`config.mk`:
```
export PLATFORM = sky130hd
export DESIGN_NAME = bpu_gshare
export DESIGN_NICKNAME = d
export VERILOG_FILES = /design/src/rtl/bpu_pkg.sv /design/src/rtl/bpu_pht.sv /design/src/rtl/bpu_gshare.sv
export SDC_FILE = /design/constraint.sdc
export NUM_CORES = 1
export LEC_CHECK = 0
export ABC_AREA = 1
export BUFFER_PORTS_ARGS = -buffer_cell sky130_fd_sc_hd__buf_2
export CELL_PAD_IN_SITES_DETAIL_PLACEMENT = 1
export CELL_PAD_IN_SITES_GLOBAL_PLACEMENT = 2
export CORE_MARGIN = 3
export CORE_UTILIZATION = 34
export CTS_CLUSTER_DIAMETER = 80
export DETAILED_ROUTE_END_ITERATION = 12
export PLACE_DENSITY = 0.88
export SETUP_SLACK_MARGIN = 0.15
export SYNTH_ARGS = -nofsm -noshare
export SYNTH_HDL_FRONTEND = slang
export SYNTH_HIERARCHICAL = 1
export SYNTH_SLANG_ARGS = --single-unit
```
`constraint.sdc`:
```
create_clock -name clk -period 2 [get_ports clk]
set_input_delay 0.3 -clock clk [delete_from_list [all_inputs] [get_ports clk]]
set_output_delay 0.3 -clock clk [all_outputs]
set_load 0.02 [all_outputs]
```
`src/rtl/bpu_pkg.sv`:
```
// Shared gshare/bimodal predictor helpers: counter reset value, saturating
// counter step and the PC/history index hash.
`default_nettype none

package bpu_pkg;

  localparam int CNT_W_MAX = 4;

  // Weakly-taken value: only the MSB of a cnt_w-bit counter set.
  function automatic logic [CNT_W_MAX-1:0] cnt_reset_val(input int cnt_w);
    return 4'(1 << (cnt_w - 1));
  endfunction

  function automatic logic [CNT_W_MAX-1:0] cnt_sat_step(
    input logic [CNT_W_MAX-1:0] cnt,
    input logic                 taken,
    input int                   cnt_w
  );
    logic [CNT_W_MAX-1:0] cnt_max;
    cnt_max = 4'((1 << cnt_w) - 1);
    if (taken) begin
      return (cnt == cnt_max) ? cnt : cnt + 4'd1;
    end
    return (cnt == 4'd0) ? cnt : cnt - 4'd1;
  endfunction

  function automatic logic [31:0] idx_hash(
    input logic [31:0] pc_bits,
    input logic [31:0] ghr
  );
    return pc_bits ^ ghr;
  endfunction

endpackage

`default_nettype wire

```
`src/rtl/bpu_pht.sv`:
```
// Pattern history table: array of saturating counters with one registered
// read port and one write (update) port; read returns the pre-write value.
`default_nettype none

module bpu_pht
  import bpu_pkg::*;
#(
  parameter int IDX_W = 6,
  parameter int CNT_W = 2
) (
  input  logic             clk,
  input  logic             reset_n,
  input  logic             rd_en_i,
  input  logic [IDX_W-1:0] rd_idx_i,
  output logic [CNT_W-1:0] rd_cnt_o,
  input  logic             wr_en_i,
  input  logic [IDX_W-1:0] wr_idx_i,
  input  logic             wr_taken_i
);

  localparam int DEPTH = 1 << IDX_W;
  localparam logic [CNT_W-1:0] CNT_RST = CNT_W'(cnt_reset_val(CNT_W));

  logic [CNT_W-1:0] cnt_q [DEPTH];
  logic [CNT_W-1:0] rd_cnt_q;
  logic [CNT_W-1:0] wr_cnt_d;

  always_comb begin
    wr_cnt_d = CNT_W'(cnt_sat_step(4'(cnt_q[wr_idx_i]), wr_taken_i, CNT_W));
  end

  always_ff @(posedge clk or negedge reset_n) begin
    if (!reset_n) begin
      for (int i = 0; i < DEPTH; i++) begin
        cnt_q[i] <= CNT_RST;
      end
    end else if (wr_en_i) begin
      cnt_q[wr_idx_i] <= wr_cnt_d;
    end
  end

  // Read register only loads on a lookup so the output holds between requests.
  always_ff @(posedge clk or negedge reset_n) begin
    if (!reset_n) begin
      rd_cnt_q <= '0;
    end else if (rd_en_i) begin
      rd_cnt_q <= cnt_q[rd_idx_i];
    end
  end

  assign rd_cnt_o = rd_cnt_q;

endmodule

`default_nettype wire

```
`src/rtl/bpu_gshare.sv`:
```
// Branch direction predictor: gshare when BPU_GSHARE_EN is defined (PC xor
// global history), plain bimodal PC indexing otherwise.
`default_nettype none

module bpu_gshare
  import bpu_pkg::*;
#(
  parameter int PC_W   = 32,
  parameter int IDX_W  = 6,
  parameter int CNT_W  = 2,
  parameter int HIST_W = 6
) (
  input  logic             clk,
  input  logic             reset_n,
  input  logic             pred_valid_i,
  input  logic [PC_W-1:0]  pred_pc_i,
  output logic             pred_valid_o,
  output logic             pred_taken_o,
  output logic [IDX_W-1:0] pred_idx_o,
  input  logic             upd_valid_i,
  input  logic [IDX_W-1:0] upd_idx_i,
  input  logic             upd_taken_i
);

  logic [IDX_W-1:0] lookup_idx;
  logic [CNT_W-1:0] rd_cnt;
  logic             valid_q;
  logic [IDX_W-1:0] idx_q;
  logic             unused_pc_bits;

  assign unused_pc_bits = ^{pred_pc_i[PC_W-1:IDX_W+2], pred_pc_i[1:0]};

`ifdef BPU_GSHARE_EN
  logic [HIST_W-1:0] ghr_q;
  logic [HIST_W-1:0] ghr_d;

  always_comb begin
    ghr_d = ghr_q;
    if (upd_valid_i) begin
      ghr_d = HIST_W'({ghr_q, upd_taken_i});
    end
  end

  // Non-speculative history: only resolved updates shift it in.
  always_ff @(posedge clk or negedge reset_n) begin
    if (!reset_n) begin
      ghr_q <= '0;
    end else begin
      ghr_q <= ghr_d;
    end
  end

  assign lookup_idx = IDX_W'(idx_hash(32'(pred_pc_i[IDX_W+1:2]), 32'(ghr_q)));
`else
  assign lookup_idx = pred_pc_i[IDX_W+1:2];
`endif

  always_ff @(posedge clk or negedge reset_n) begin
    if (!reset_n) begin
      valid_q <= 1'b0;
      idx_q   <= '0;
    end else begin
      valid_q <= pred_valid_i;
      if (pred_valid_i) begin
        idx_q <= lookup_idx;
      end
    end
  end

  bpu_pht #(
    .IDX_W (IDX_W),
    .CNT_W (CNT_W)
  ) u_pht (
    .clk        (clk),
    .reset_n    (reset_n),
    .rd_en_i    (pred_valid_i),
    .rd_idx_i   (lookup_idx),
    .rd_cnt_o   (rd_cnt),
    .wr_en_i    (upd_valid_i),
    .wr_idx_i   (upd_idx_i),
    .wr_taken_i (upd_taken_i)
  );

  assign pred_valid_o = valid_q;
  assign pred_taken_o = rd_cnt[CNT_W-1];
  assign pred_idx_o   = idx_q;

endmodule

`default_nettype wire

```
Word level (Yosys, flattened, before mapping)
Index checks and enable logic that the tools add are counted.
- register bits after elaboration: 137
- input bits: 43
- output and inout bits: 8
- word-level logic and storage cells: 91
- add/subtract/negate cells: 2
- magnitude comparators: 3
- equality and inequality tests: 1
- muxes and demuxes: 14
- bitwise logic cells: 2
- reduce and logical (&&, ||, !) cells: 2
- operators by type and width (cell ; number):
    bitwise mux 128 bit ; 1
    binary-select mux 2 bit (select 6 bit) ; 2
    2-to-1 mux 2 bit ; 9
    greater-or-equal comparator 7 bit (second input constant) ; 2
    NOT 6 -> 7 bit ; 2
    demux 2 bit (select 6 bit) ; 1
    < comparator 7 x 1 -> 1 bit (second input constant) ; 1
    adder 2 x 1 -> 2 bit (second input constant) ; 1
    == test 2 bit (second input constant) ; 1
    zero test 2 bit ; 1
    subtractor 2 x 1 -> 2 bit (second input constant) ; 1
    logical AND 1 bit ; 1
    2-to-1 mux 1 bit ; 1

Logic depth before layout (Yosys ltp)
Gate-level depths: netlist (run 1).
- word-level depth: 9
- mapped depth: 18
- gate-level depth less buffers: 16

By module
Netlist (run 1), hierarchy kept.
- modules (own cells, without submodules) (module ; times used ; cells an instance ; area an instance (um^2) ; seq. area each (um^2)):
    bpu_pht ; 1 ; 1357 ; 8419.3 ; 3333.2
    bpu_gshare ; 1 ; 26 ; 246.5 ; 175.2

Worst setup path before layout (run 1)
Ideal clock, no wire load.
- path type: input port to flip-flop
- start: in upd_idx_i[0]
- end: reg u_pht/cnt_q[0] (netlist name)
- library setup time: 0.117 ns
- arrival time: 1.652 ns
- required time: 1.883 ns
- path slack: 0.232 ns
- cell stages on the path: 14
- cell sequence: buf_6 -> buf_6 -> or2_0 -> o211ai_1 -> nand2_1 -> o21ai_1 -> nand2_1 -> nor2_1 -> nand3_1 -> nand2_1 -> nand2_4 -> buf_6 -> nand2_1 -> nand2_1
- word-level cells in the longest chain between the ends: 9
- elaborated cells on any way between the ends: 18
- those cells by class: 2 x add/sub; 2 x order compare; 1 x eq/ne; 10 x mux; 1 x bitwise; 2 x reduce/logical
- RTL lines (item ; line ; text):
    start: declaration ; bpu_gshare.sv:21 ; input logic [IDX_W-1:0] upd_idx_i,
    NOT 6 -> 7 bit (implied by the code) (*) ; bpu_pht.sv:29, bpu_pht.sv:38 ;
    binary-select mux 2 bit (select 6 bit) ; bpu_pht.sv:29 ; wr_cnt_d = CNT_W'(cnt_sat_step(4'(cnt_q[wr_idx_i]), wr_taken_i, CNT_W));
    2-to-1 mux 2 bit (implied by the code) (2 in a row) ; bpu_pht.sv:29 ;
    adder 2 x 1 -> 2 bit or == test 2 bit (tied branches) ; bpu_pkg.sv:22 ; return (cnt == cnt_max) ? cnt : cnt + 4'd1;
    2-to-1 mux 2 bit ; bpu_pkg.sv:22 ;
    2-to-1 mux 2 bit ; bpu_pkg.sv:21 ; if (taken) begin
    2-to-1 mux 2 bit ; bpu_pkg.sv:24 ; return (cnt == 4'd0) ? cnt : cnt - 4'd1;
    bitwise mux 128 bit (*) ; bpu_pht.sv:38 ; cnt_q[wr_idx_i] <= wr_cnt_d;
    end signal: indexed assignment ; bpu_pht.sv:38 ;
    end: declaration ; bpu_pht.sv:24 ; logic [CNT_W-1:0] cnt_q [DEPTH];
Every way passes the cells marked *; elsewhere a longest branch is shown, timed or not. The select of a mux whose other input is x is not followed.
A chain may end at the register's enable or synchronous reset.

Final worst setup path (run 1)
- start: reg u_pht/cnt_q[47] (netlist name)
- end: reg u_pht/cnt_q[114] (netlist name)
- word-level cells in the longest chain between the ends: 8
- elaborated cells on any way between the ends: 10
- those cells by class: 1 x eq/ne; 8 x mux; 1 x reduce/logical
- RTL lines (item ; line):
    binary-select mux 2 bit (select 6 bit) (*) ; bpu_pht.sv:29
    2-to-1 mux 2 bit (implied by the code) (*) (2 in a row) ; bpu_pht.sv:29
    == test 2 bit ; bpu_pkg.sv:22
    2-to-1 mux 2 bit ; bpu_pkg.sv:22
    2-to-1 mux 2 bit ; bpu_pkg.sv:21
    2-to-1 mux 2 bit (*) ; bpu_pkg.sv:24
    bitwise mux 128 bit (*) ; bpu_pht.sv:38
Marks and branches as above.

==> results of run 1 <==
-- cell usage in the layout, fill, tap and decap left out, types with 3 or more instances in the layout --
| master | count |
|---|---|
| clkinvlp_4 | 4 |
| a21oi_1 | 9 |
| buf_4 | 88 |
| clkinv_2 | 4 |
| nand3_2 | 3 |
| nand2_8 | 5 |
| buf_2 | 22 |
| buf_6 | 4 |
| nand2_2 | 21 |
| buf_12 | 19 |
| dfstp_2 | 64 |
| nand2_1 | 640 |
| o21ai_2 | 3 |
| dfrtp_1 | 72 |
| o211ai_1 | 7 |
| o22ai_1 | 7 |
| nor2_4 | 3 |
| clkbuf_16 | 25 |
| nand3_1 | 84 |
| buf_8 | 5 |
| o21ai_0 | 38 |
| nor3_1 | 12 |
| nor2_1 | 99 |
| inv_1 | 113 |
-- sequential cells by signal, indices dropped and copies added (netlist names) --
name	cells
pred_valid_o	1
u_pht/cnt_q	128
u_pht/rd_cnt_o	1
pred_idx_o	6
-- where the power goes --
part / total (uW) / leakage [uW] / internal [uW] / switching [uW]
Combinational: 1940 / 0.00337 / 779 / 1160
Sequential: 3280 / 0.00161 / 3090 / 194
Clock: 3150 / 0.000271 / 1860 / 1290
-- how the worst min path moves through the flow --
stage                 start                           end  slack [ns]  cells past startpoint
4_1_cts        pred_valid_i        pred_valid_o$_DFF_PN0_        0.09                      1
3_5_place_dp        reset_n  u_pht/cnt_q[124]$_DFFE_PN0P_        0.27                      1
2_1_floorplan       reset_n     pred_idx_o[0]$_DFFE_PN0P_       0.004                      0
5_1_grt        pred_valid_i        pred_valid_o$_DFF_PN0_         0.1                      1
6_report       pred_valid_i        pred_valid_o$_DFF_PN0_        0.10                      1
3_3_place_gp        reset_n  u_pht/cnt_q[126]$_DFFE_PN0P_        0.27                      1
-- cell type report --
cell class / instances / area (sq um)
flip-flops and latches: 136 / 3480
well taps: 313 / 392
repair buffers: 149 / 1540
clock inverters: 12 / 128
clock buffers: 19 / 443
inverters: 118 / 445
multi-input cells: 945 / 4020
fillers: 2994 / 12600
-- what timing repair did --
item | 4_1_cts | 5_1_grt
resized for setup | 34 | 32
pin swaps | 6 | 16
setup buffers | 3 | 7
endpoints found under the hold margin | 21 | 0
gates cloned | 2 | 13
setup endpoints to repair | 128 | 128
hold buffers | 1 | 0
-- per-stage QoR --
stage | util | instances | instance area [sq um] | power (uW) | setup WS (ns)
final | 0.453 | 1692 | 10400 | 8380 | -0.0383
after global routing | 0.453 | 1692 | 10400 | 8720 | -0.115
after CTS | 0.434 | 1672 | 10000 | 8080 | 0.0416
after detailed placement | 0.401 | 1635 | 9240 | 4810 | -0.441
after global placement | 0.401 | 1635 | 9240 | 4760 | -0.406
after floorplan | - | 1262 | 8100 | 4120 | 0.232
-- worst max-delay path, delay by kind of cell, from the launching register on --
kind / cells / cell delay (ns)
AO/OA/AOI/OAI: 1 / 0.18
AND/OR/NAND/NOR: 10 / 1.17
flip-flops: 1 / 0.37
buffers and inverters: 1 / 0.20
-- per-layer routing --
layer | share of wire | routed length (um) | vias to the layer above
met2 | 0.49 | 16300 | 254
met4 | 0.033 | 1100 | 0
li1 | - | - | 4045
met5 | 0 | 0 | -
met1 | 0.43 | 14600 | 4367
met3 | 0.046 | 1550 | 78
==> summary.txt, run 1 <==
Run status
  – Run status: complete, but fails checks
  – Failing checks: setup timing

Global routing
  – Gr ovfl total: 0
  – Initial antenna violation count: 0
  – Met3 usage: 0.0418
  – Number of global-route vias before repair: 9012
  – First-pass GRT wire length: 49600 um
  – M2 GR Usage: 0.416
  – Most used routing layer: met2
  – Global Route met1 Usage: 0.319
  – Total GRT Usage: 0.247
  – Largest net degree at the start of global routing: 43

Setup path
  – Worst Path Class, Setup: flop to flop
  – Cell mode on critical path: nand2_2
  – Worst Path Max Fanout: 6
  – Crit path largest cell delay: 0.37 ns
  – R2r setup slk: -0.04 ns
  – Critical-path top delay cell: dfstp_2
  – Critical Path End: u_pht/cnt_q[114]$_DFFE_PN0P_
  – Worst path cell trace: or2_2, nand3_1, nand2_1, o21ai_2, nand2_2, nor2_4, nand2_2, nand2_8, nand2_8, clkbuf_16, nand2_2, nand2_1
  – R2r worst-path depth: 12
  – Worst path arrival time: 2.35 ns
  – Worst setup path start: u_pht/cnt_q[47]$_DFFE_PN1P_
  – CP endpoint kind: flop
  – Reg2reg start: u_pht/cnt_q[47]$_DFFE_PN1P_
  – Worst EP required: 2.31 ns
  – Critical path startpoint category: flop
  – Worst r2r dst: u_pht/cnt_q[114]$_DFFE_PN0P_

Detailed routing
  – Routed wire length per instance: 19.8 um
  – Via count: 8744
  – Drt drc: 0
  – Detailed-router iteration count before antenna repair: 5
  – Vias/cell: 5.17
  – DRT iter0 DRCs: 534
  – Remaining antenna violation count after routing: 0
  – Drt total wl: 33600 um

Logic synthesis
  – Gate Count Post-Synth: 1262
  – Post-Syn Area per Cell: 6.42 sq um
  – Synth Warn #: 6
  – Mapped Area: 8100 sq um
  – Syn Nets: 1305

Timing
  – Slew Viols, Final: 0
  – Post-layout minimum cycle time: 2.04 ns
  – Slew @ Worst Pin: 0.486 ns
  – Slew Limit Headroom: 0.674
  – RSZ-0062 raised after global routing: yes
  – Max Fclk: 491 MHz
  – Final Worst Setup Slack: -0.0383 ns
  – Endpoints failing setup: 48
  – Count of final hold-check violations: 0
  – Final period utilization: 1.02
  – Skew final: 0.0103 ns
  – Hold WS: 0.100 ns
  – Post-Route Setup TNS: -0.727 ns

Clocking
  – Root Buffer: clkbuf_16
  – Worst-case clock buffer depth: 2
  – CTS tree: built
  – CTS Buf Count: 17
  – Clk slew on worst S/H paths: 0.06 ns
  – CTS H-Tree Depth: 4
  – Clk_lat worst skew: 0.43 ns
  – Clk sinks: 136

Floorplanning
  – Chip Height: 160 um
  – I/O pins: 51
  – Horiz. Die Dim: 160 um
  – Die area: 25700 sq um
  – Site Rows: 55
  – CORE AREA: 23100 sq um
  – Initial Util: 0.351

Layout
  – Area grow syn2layout: 29.0%
  – Fraction of layout cells with a size suffix above 1: 0.207
  – Nets@finish: 1410
  – Diode count: 0

Placement
  – GPL Wtd Cong: 0.865
  – PortBufs: 24
  – Post-DP HPWL: 21300 um

Pwr
  – Peak supply drop: 0.000520 V
  – LEAKAGE: 0.00525 uW
  – Pwr dens: 802 nW/um^2

Worst hold path
  – Hold Path Class: input pin to flop

Run
  – Max Cap Viol: 0
Power figures use the tool's default switching activity.
==> run 2: changes to the inputs <==
--- a/config.mk
+++ b/config.mk
@@ -13,7 +13,7 @@
 export CORE_UTILIZATION = 34
 export CTS_CLUSTER_DIAMETER = 80
 export DETAILED_ROUTE_END_ITERATION = 12
-export PLACE_DENSITY = 0.88
+export PLACE_DENSITY_LB_ADDON = 0.08
 export SETUP_SLACK_MARGIN = 0.15
 export SYNTH_ARGS = -nofsm -noshare
 export SYNTH_HDL_FRONTEND = slang
==> summary.txt, run 2 (synthesis gave the netlist of run 1 again) <==
Placement
  – Placed Instances: 1624
  – Place WS: -0.321 ns
  – Post-DP HPWL: 21200 um
  – PortBufs: 24
  – GPL Wtd Cong: 0.823

Clocking
  – Root Buffer: clkbuf_16
  – Clk slew on worst S/H paths: 0.06 ns
  – Clk_lat worst skew: 0.43 ns
  – Worst-case clock buffer depth: 2
  – CTS Buf Count: 17
  – CTS tree: built
  – Clk sinks: 136
  – CTS H-Tree Depth: 4

Global routing
  – Largest net degree at the start of global routing: 60
  – Initial antenna violation count: 0
  – Gr ovfl total: 0
  – First-pass GRT wire length: 47900 um
  – Number of global-route vias before repair: 8563
  – Total GRT Usage: 0.240

Timing
  – Max Fclk: 487 MHz
  – Count of final hold-check violations: 0
  – Slew Limit Headroom: 0.654
  – RSZ-0062 raised after global routing: yes
  – Post-layout minimum cycle time: 2.06 ns
  – Final Worst Setup Slack: -0.0553 ns
  – Final period utilization: 1.03
  – Slew Viols, Final: 0
  – Slew @ Worst Pin: 0.515 ns
  – Skew final: 0.0185 ns
  – Endpoints failing setup: 41
  – Hold WS: 0.100 ns

Pwr
  – Peak supply drop: 0.000504 V
  – Clk pwr share: 0.381
  – Switching Fraction: 0.316
  – LEAKAGE: 0.00537 uW
  – Pwr dens: 798 nW/um^2
  – NetSw: 2720 uW
  – Tot Pwr: 8580 uW
  – Logic pwr share: 0.239
  – Flop pwr share: 0.381
  – Internal: 5860 uW

Layout
  – Area grow syn2layout: 32.8%
  – Final Core Density: 0.467
  – Fraction of layout cells with a size suffix above 1: 0.264
  – Top reg by flops: u_pht/cnt_q
  – Final Non-Filler Cells: 1683
  – Most common cell after layout, fill and taps aside: nand2_1
  – Diode count: 0
  – Nets@finish: 1400
  – Number of fill cells: 2977
  – Most frequent cells in the layout: 577 x nand2_1, 113 x inv_1, 100 x nor2_1
  – Max FFs per register: 128

Floorplanning
  – I/O pins: 51
  – Chip Height: 160 um
  – Initial Util: 0.351
  – Site Rows: 55
  – CORE AREA: 23100 sq um
  – Die area: 25700 sq um
  – Horiz. Die Dim: 160 um

Setup path
  – Worst path cell trace: nand2_1, nand2_1, nand2_1, nand2_1, nand2_1, nand2_1, nand2_1, nand2_1, inv_1, nand2_2, nor2_4, nand2_8, nand2_8, clkbuf_16, nand2_1, nand2_1
  – Cell mode on critical path: nand2_1
  – Buffer and inverter count on the worst path: 2
  – Worst Path Max Fanout: 7
  – Worst EP required: 2.36 ns
  – Critical-path top delay cell: dfrtp_1
  – Crit path largest cell delay: 0.39 ns
  – Delay-heaviest family, CP: simple AND/OR/NAND/NOR gates
  – Worst path arrival time: 2.41 ns
  – Critical path startpoint category: flop
  – CP endpoint kind: flop
  – Worst Path Class, Setup: flop to flop

Run status
  – Run status: complete, but fails checks
  – Failing checks: setup timing

Worst hold path
  – Hold Path Class: input pin to flop

Detailed routing
  – Via count: 8403
  – Routed wire length per instance: 19.6 um
  – Remaining antenna violation count after routing: 0
  – Vias/cell: 4.99
  – Detailed-router iteration count before antenna repair: 5
  – DRT iter0 DRCs: 486
  – Drt drc: 0
  – Drt total wl: 33000 um

Run
  – Max Cap Viol: 0
[run 2: routing by layer]
metal  GRT usage  routed length [um]  vias up
met4      0.0611                 622        0
met5           0                   0        -
met3      0.0281                1020       42
met1       0.331               15500     4179
met2       0.403               15800      157
li1            -                   -     4025
[run 2: power by group through the flow]
| stage | Clock, uW | Combinational (uW) | Sequential (uW) |
|---|---|---|---|
| after floorplan | 0 | 861 | 3260 |
| after global placement | 0 | 1470 | 3300 |
| after detailed placement | 0 | 1500 | 3300 |
| after CTS | 3350 | 1600 | 3260 |
| after global routing | 3470 | 2210 | 3300 |
| final | 3270 | 2050 | 3260 |
[run 2: area by class of cell]
cell class / count / area [sq um] / area share
multi-input cells: 944 / 4370 / 0.406
clock inverters: 12 / 155 / 0.0144
repair buffers: 140 / 1480 / 0.137
inverters: 118 / 448 / 0.0416
flip-flops and latches: 136 / 3480 / 0.324
well taps: 313 / 392 / 0.0364
clock buffers: 20 / 437 / 0.0406
[run 2: final timing paths]
check / start / endpoint / slack, ns / cells past startpoint
hold / removal: pred_valid_i / pred_valid_o$_DFF_PN0_ / 0.10 / 1
setup / recovery: u_pht/cnt_q[44]$_DFFE_PN0P_ / u_pht/cnt_q[96]$_DFFE_PN0P_ / -0.06 / 16
min in group asynchronous: reset_n / u_pht/cnt_q[14]$_DFFE_PN0P_ / 0.33 / 2
hold reg to reg: pred_idx_o[2]$_DFFE_PN0P_ / pred_idx_o[2]$_DFFE_PN0P_ / 0.46 / 2
setup reg to reg: u_pht/cnt_q[44]$_DFFE_PN0P_ / u_pht/cnt_q[96]$_DFFE_PN0P_ / -0.06 / 16
max in group asynchronous: reset_n / u_pht/cnt_q[71]$_DFFE_PN1P_ / 0.98 / 3
[run 2: stage by stage]
stage / instance area [sq um] / TNS, ns
2_1_floorplan: 8100 / 0
3_3_place_gp: 9140 / -30.38
3_5_place_dp: 9140 / -35.66
4_1_cts: 9870 / 0
5_1_grt: 10800 / -8.67
6_report: 10800 / -0.789
[run 2: what timing repair did]
item / CTS / global route
gates resized for setup: 15 / 154
hold endpoints to repair: 23 / 0
setup endpoints to repair: 128 / 129
hold buffers: 1 / 0
gates cloned: 1 / 14
setup buffers: 4 / 7
pin swaps: 7 / 49
==> run 3: changes to the inputs <==
--- a/config.mk
+++ b/config.mk
@@ -15,6 +15,7 @@
 export DETAILED_ROUTE_END_ITERATION = 12
 export PLACE_DENSITY_LB_ADDON = 0.08
 export SETUP_SLACK_MARGIN = 0.15
+export SKIP_LAST_GASP = 1
 export SYNTH_ARGS = -nofsm -noshare
 export SYNTH_HDL_FRONTEND = slang
 export SYNTH_HIERARCHICAL = 1
==> summary.txt, run 3 (synthesis gave the netlist of run 1 again) <==
Layout
  – Nets@finish: 1400
  – Area grow syn2layout: 32.1%
  – Final Non-Filler Cells: 1683
  – Top reg by flops: u_pht/cnt_q
  – Diode count: 0
  – Most frequent cells in the layout: 586 x nand2_1, 113 x inv_1, 100 x nor2_1
  – Most common cell after layout, fill and taps aside: nand2_1
  – Fraction of layout cells with a size suffix above 1: 0.253
  – Number of fill cells: 2985
  – Max FFs per register: 128
  – Final Core Density: 0.464

Pwr
  – Pwr dens: 801 nW/um^2
  – Peak supply drop: 0.000507 V
  – Clk pwr share: 0.382
  – Switching Fraction: 0.316
  – NetSw: 2710 uW
  – Flop pwr share: 0.381
  – LEAKAGE: 0.00534 uW
  – Internal: 5860 uW
  – Logic pwr share: 0.237

Worst hold path
  – Hold path cells: 1
  – Hold path startpoint: pred_valid_i
  – Hold Path Class: input pin to flop
  – Hold Path End: pred_valid_o$_DFF_PN0_

Setup path
  – Reg2reg start: u_pht/cnt_q[44]$_DFFE_PN0P_
  – Worst path arrival time: 2.42 ns
  – Cell mode on critical path: nand2_1
  – Buffer and inverter count on the worst path: 2
  – Worst Path Max Fanout: 7
  – R2r setup slk: -0.06 ns
  – Critical-path top delay cell: dfrtp_1
  – Crit path largest cell delay: 0.39 ns
  – Worst r2r dst: u_pht/cnt_q[96]$_DFFE_PN0P_
  – R2r worst-path depth: 16
  – Critical path startpoint category: flop
  – Worst Path Class, Setup: flop to flop
  – Worst EP required: 2.36 ns
  – Worst path cell trace: nand2_1, nand2_1, nand2_1, nand2_1, nand2_1, nand2_1, nand2_1, nand2_1, inv_1, nand2_2, nor2_4, nand2_8, nand2_8, clkbuf_16, nand2_1, nand2_1
  – Worst setup path start: u_pht/cnt_q[44]$_DFFE_PN0P_
  – Delay-heaviest family, CP: simple AND/OR/NAND/NOR gates
  – CP endpoint kind: flop

Clocking
  – Clk sinks: 136
  – CTS Buf Count: 17
  – Clk_lat worst skew: 0.44 ns
  – Worst-case clock buffer depth: 2
  – CTS tree: built
  – Root Buffer: clkbuf_16
  – Clk slew on worst S/H paths: 0.07 ns
  – CTS H-Tree Depth: 4

Detailed routing
  – Via count: 8394
  – Vias/cell: 4.99
  – Remaining antenna violation count after routing: 0
  – Drt total wl: 33000 um
  – Routed wire length per instance: 19.6 um
  – Drt drc: 0
  – DRT iter0 DRCs: 502
  – Detailed-router iteration count before antenna repair: 5

Timing
  – Slew Limit Headroom: 0.657
  – Max Fclk: 487 MHz
  – Slew Viols, Final: 0
  – Slew @ Worst Pin: 0.511 ns
  – Skew final: 0.0163 ns
  – Hold WS: 0.0973 ns
  – Final period utilization: 1.03
  – Post-layout minimum cycle time: 2.06 ns
  – Final Worst Setup Slack: -0.0554 ns
  – RSZ-0062 raised after global routing: yes
  – Count of final hold-check violations: 0
  – Endpoints failing setup: 42

Run
  – Max Cap Viol: 0

Global routing
  – First-pass GRT wire length: 47900 um
  – Largest net degree at the start of global routing: 60
  – Total GRT Usage: 0.240
  – Number of global-route vias before repair: 8563
  – Gr ovfl total: 0
  – Initial antenna violation count: 0

Placement
  – Post-DP HPWL: 21200 um
  – GPL Wtd Cong: 0.823
  – Placed Instances: 1624
  – Place WS: -0.321 ns
  – PortBufs: 24

Run status
  – Run status: complete, but fails checks
  – Failing checks: setup timing

Floorplanning
  – Initial Util: 0.351
  – I/O pins: 51
  – Die area: 25700 sq um
  – Chip Height: 160 um
  – Site Rows: 55
  – CORE AREA: 23100 sq um
  – Horiz. Die Dim: 160 um
run 3: cell types whose count changed in the layout (fill, tap and decap cells not counted):
| cell | delta |
|---|---|
| nand2_1 | +9 |
| nand3_2 | -5 |
| nand2_4 | -3 |
| nand3_1 | +5 |
| nand2_2 | -6 |
run 3: layer usage:
metal,vias to the layer above,wire (um),track usage,share of wire
li1,4028,-,-,-
met4,0,612,0.0611,0.019
met2,143,15800,0.403,0.48
met1,4183,15600,0.331,0.47
met5,-,0,0,0
met3,40,1000,0.0281,0.030
run 3: power groups by stage:
stage	combinational (uW)	sequential, uW	clock [uW]
4_1_cts	1600	3260	3350
2_1_floorplan	861	3260	0
5_1_grt	2200	3300	3470
3_5_place_dp	1500	3300	0
3_3_place_gp	1470	3300	0
6_report	2030	3260	3270
run 3: layout make-up:
cell class,instances,area [sq um],share of cell area
Timing Repair Buffer,140,1480,0.138
Clock inverter,12,155,0.0145
Clock buffer,20,437,0.0408
Multi-Input combinational cell,944,4300,0.402
Inverter,118,448,0.0419
Sequential cell,136,3480,0.326
Tap cell,313,392,0.0366
run 3: metrics by stage:
step | total power [uW] | instance area (sq um) | TNS, ns
finish | 8570 | 10700 | -0.715
detailed placement | 4800 | 9140 | -35.66
floorplan | 4120 | 8100 | 0
CTS | 8210 | 9870 | 0
global route | 8960 | 10700 | -8.69
global placement | 4770 | 9140 | -30.38
run 3: worst max-delay path by stage:
stage	to	slack, ns	cells past startpoint
6_report	u_pht/cnt_q[96]$_DFFE_PN0P_	-0.06	16
5_1_grt	u_pht/cnt_q[92]$_DFFE_PN0P_	-0.14	16
4_1_cts	u_pht/cnt_q[58]$_DFFE_PN0P_	0.05	16
3_5_place_dp	u_pht/cnt_q[28]$_DFFE_PN0P_	-0.32	19
3_3_place_gp	u_pht/cnt_q[106]$_DFFE_PN0P_	-0.28	19
2_1_floorplan	u_pht/cnt_q[0]$_DFFE_PN0P_	0.23	14
run 3: worst reg2reg max path, cell delays in order, from the launching register on:
cell       delay (ns)
dfrtp_1          0.39
nand2_1          0.07
nand2_1          0.06
nand2_1          0.06
nand2_1          0.07
nand2_1          0.07
nand2_1          0.06
nand2_1          0.10
nand2_1          0.07
inv_1            0.08
nand2_2          0.08
nor2_4           0.26
nand2_8          0.12
nand2_8          0.16
clkbuf_16        0.20
nand2_1          0.07
nand2_1          0.07
run 3: what timing repair did:
action                                  in CTS  in global routing
setup buffers                                4                  7
pin swaps                                    7                 48
hold buffers                                 1                  0
hold endpoints to repair                    23                  0
resized for setup                           15                137
endpoints found under the setup margin     128                129
cloned                                       1                 14
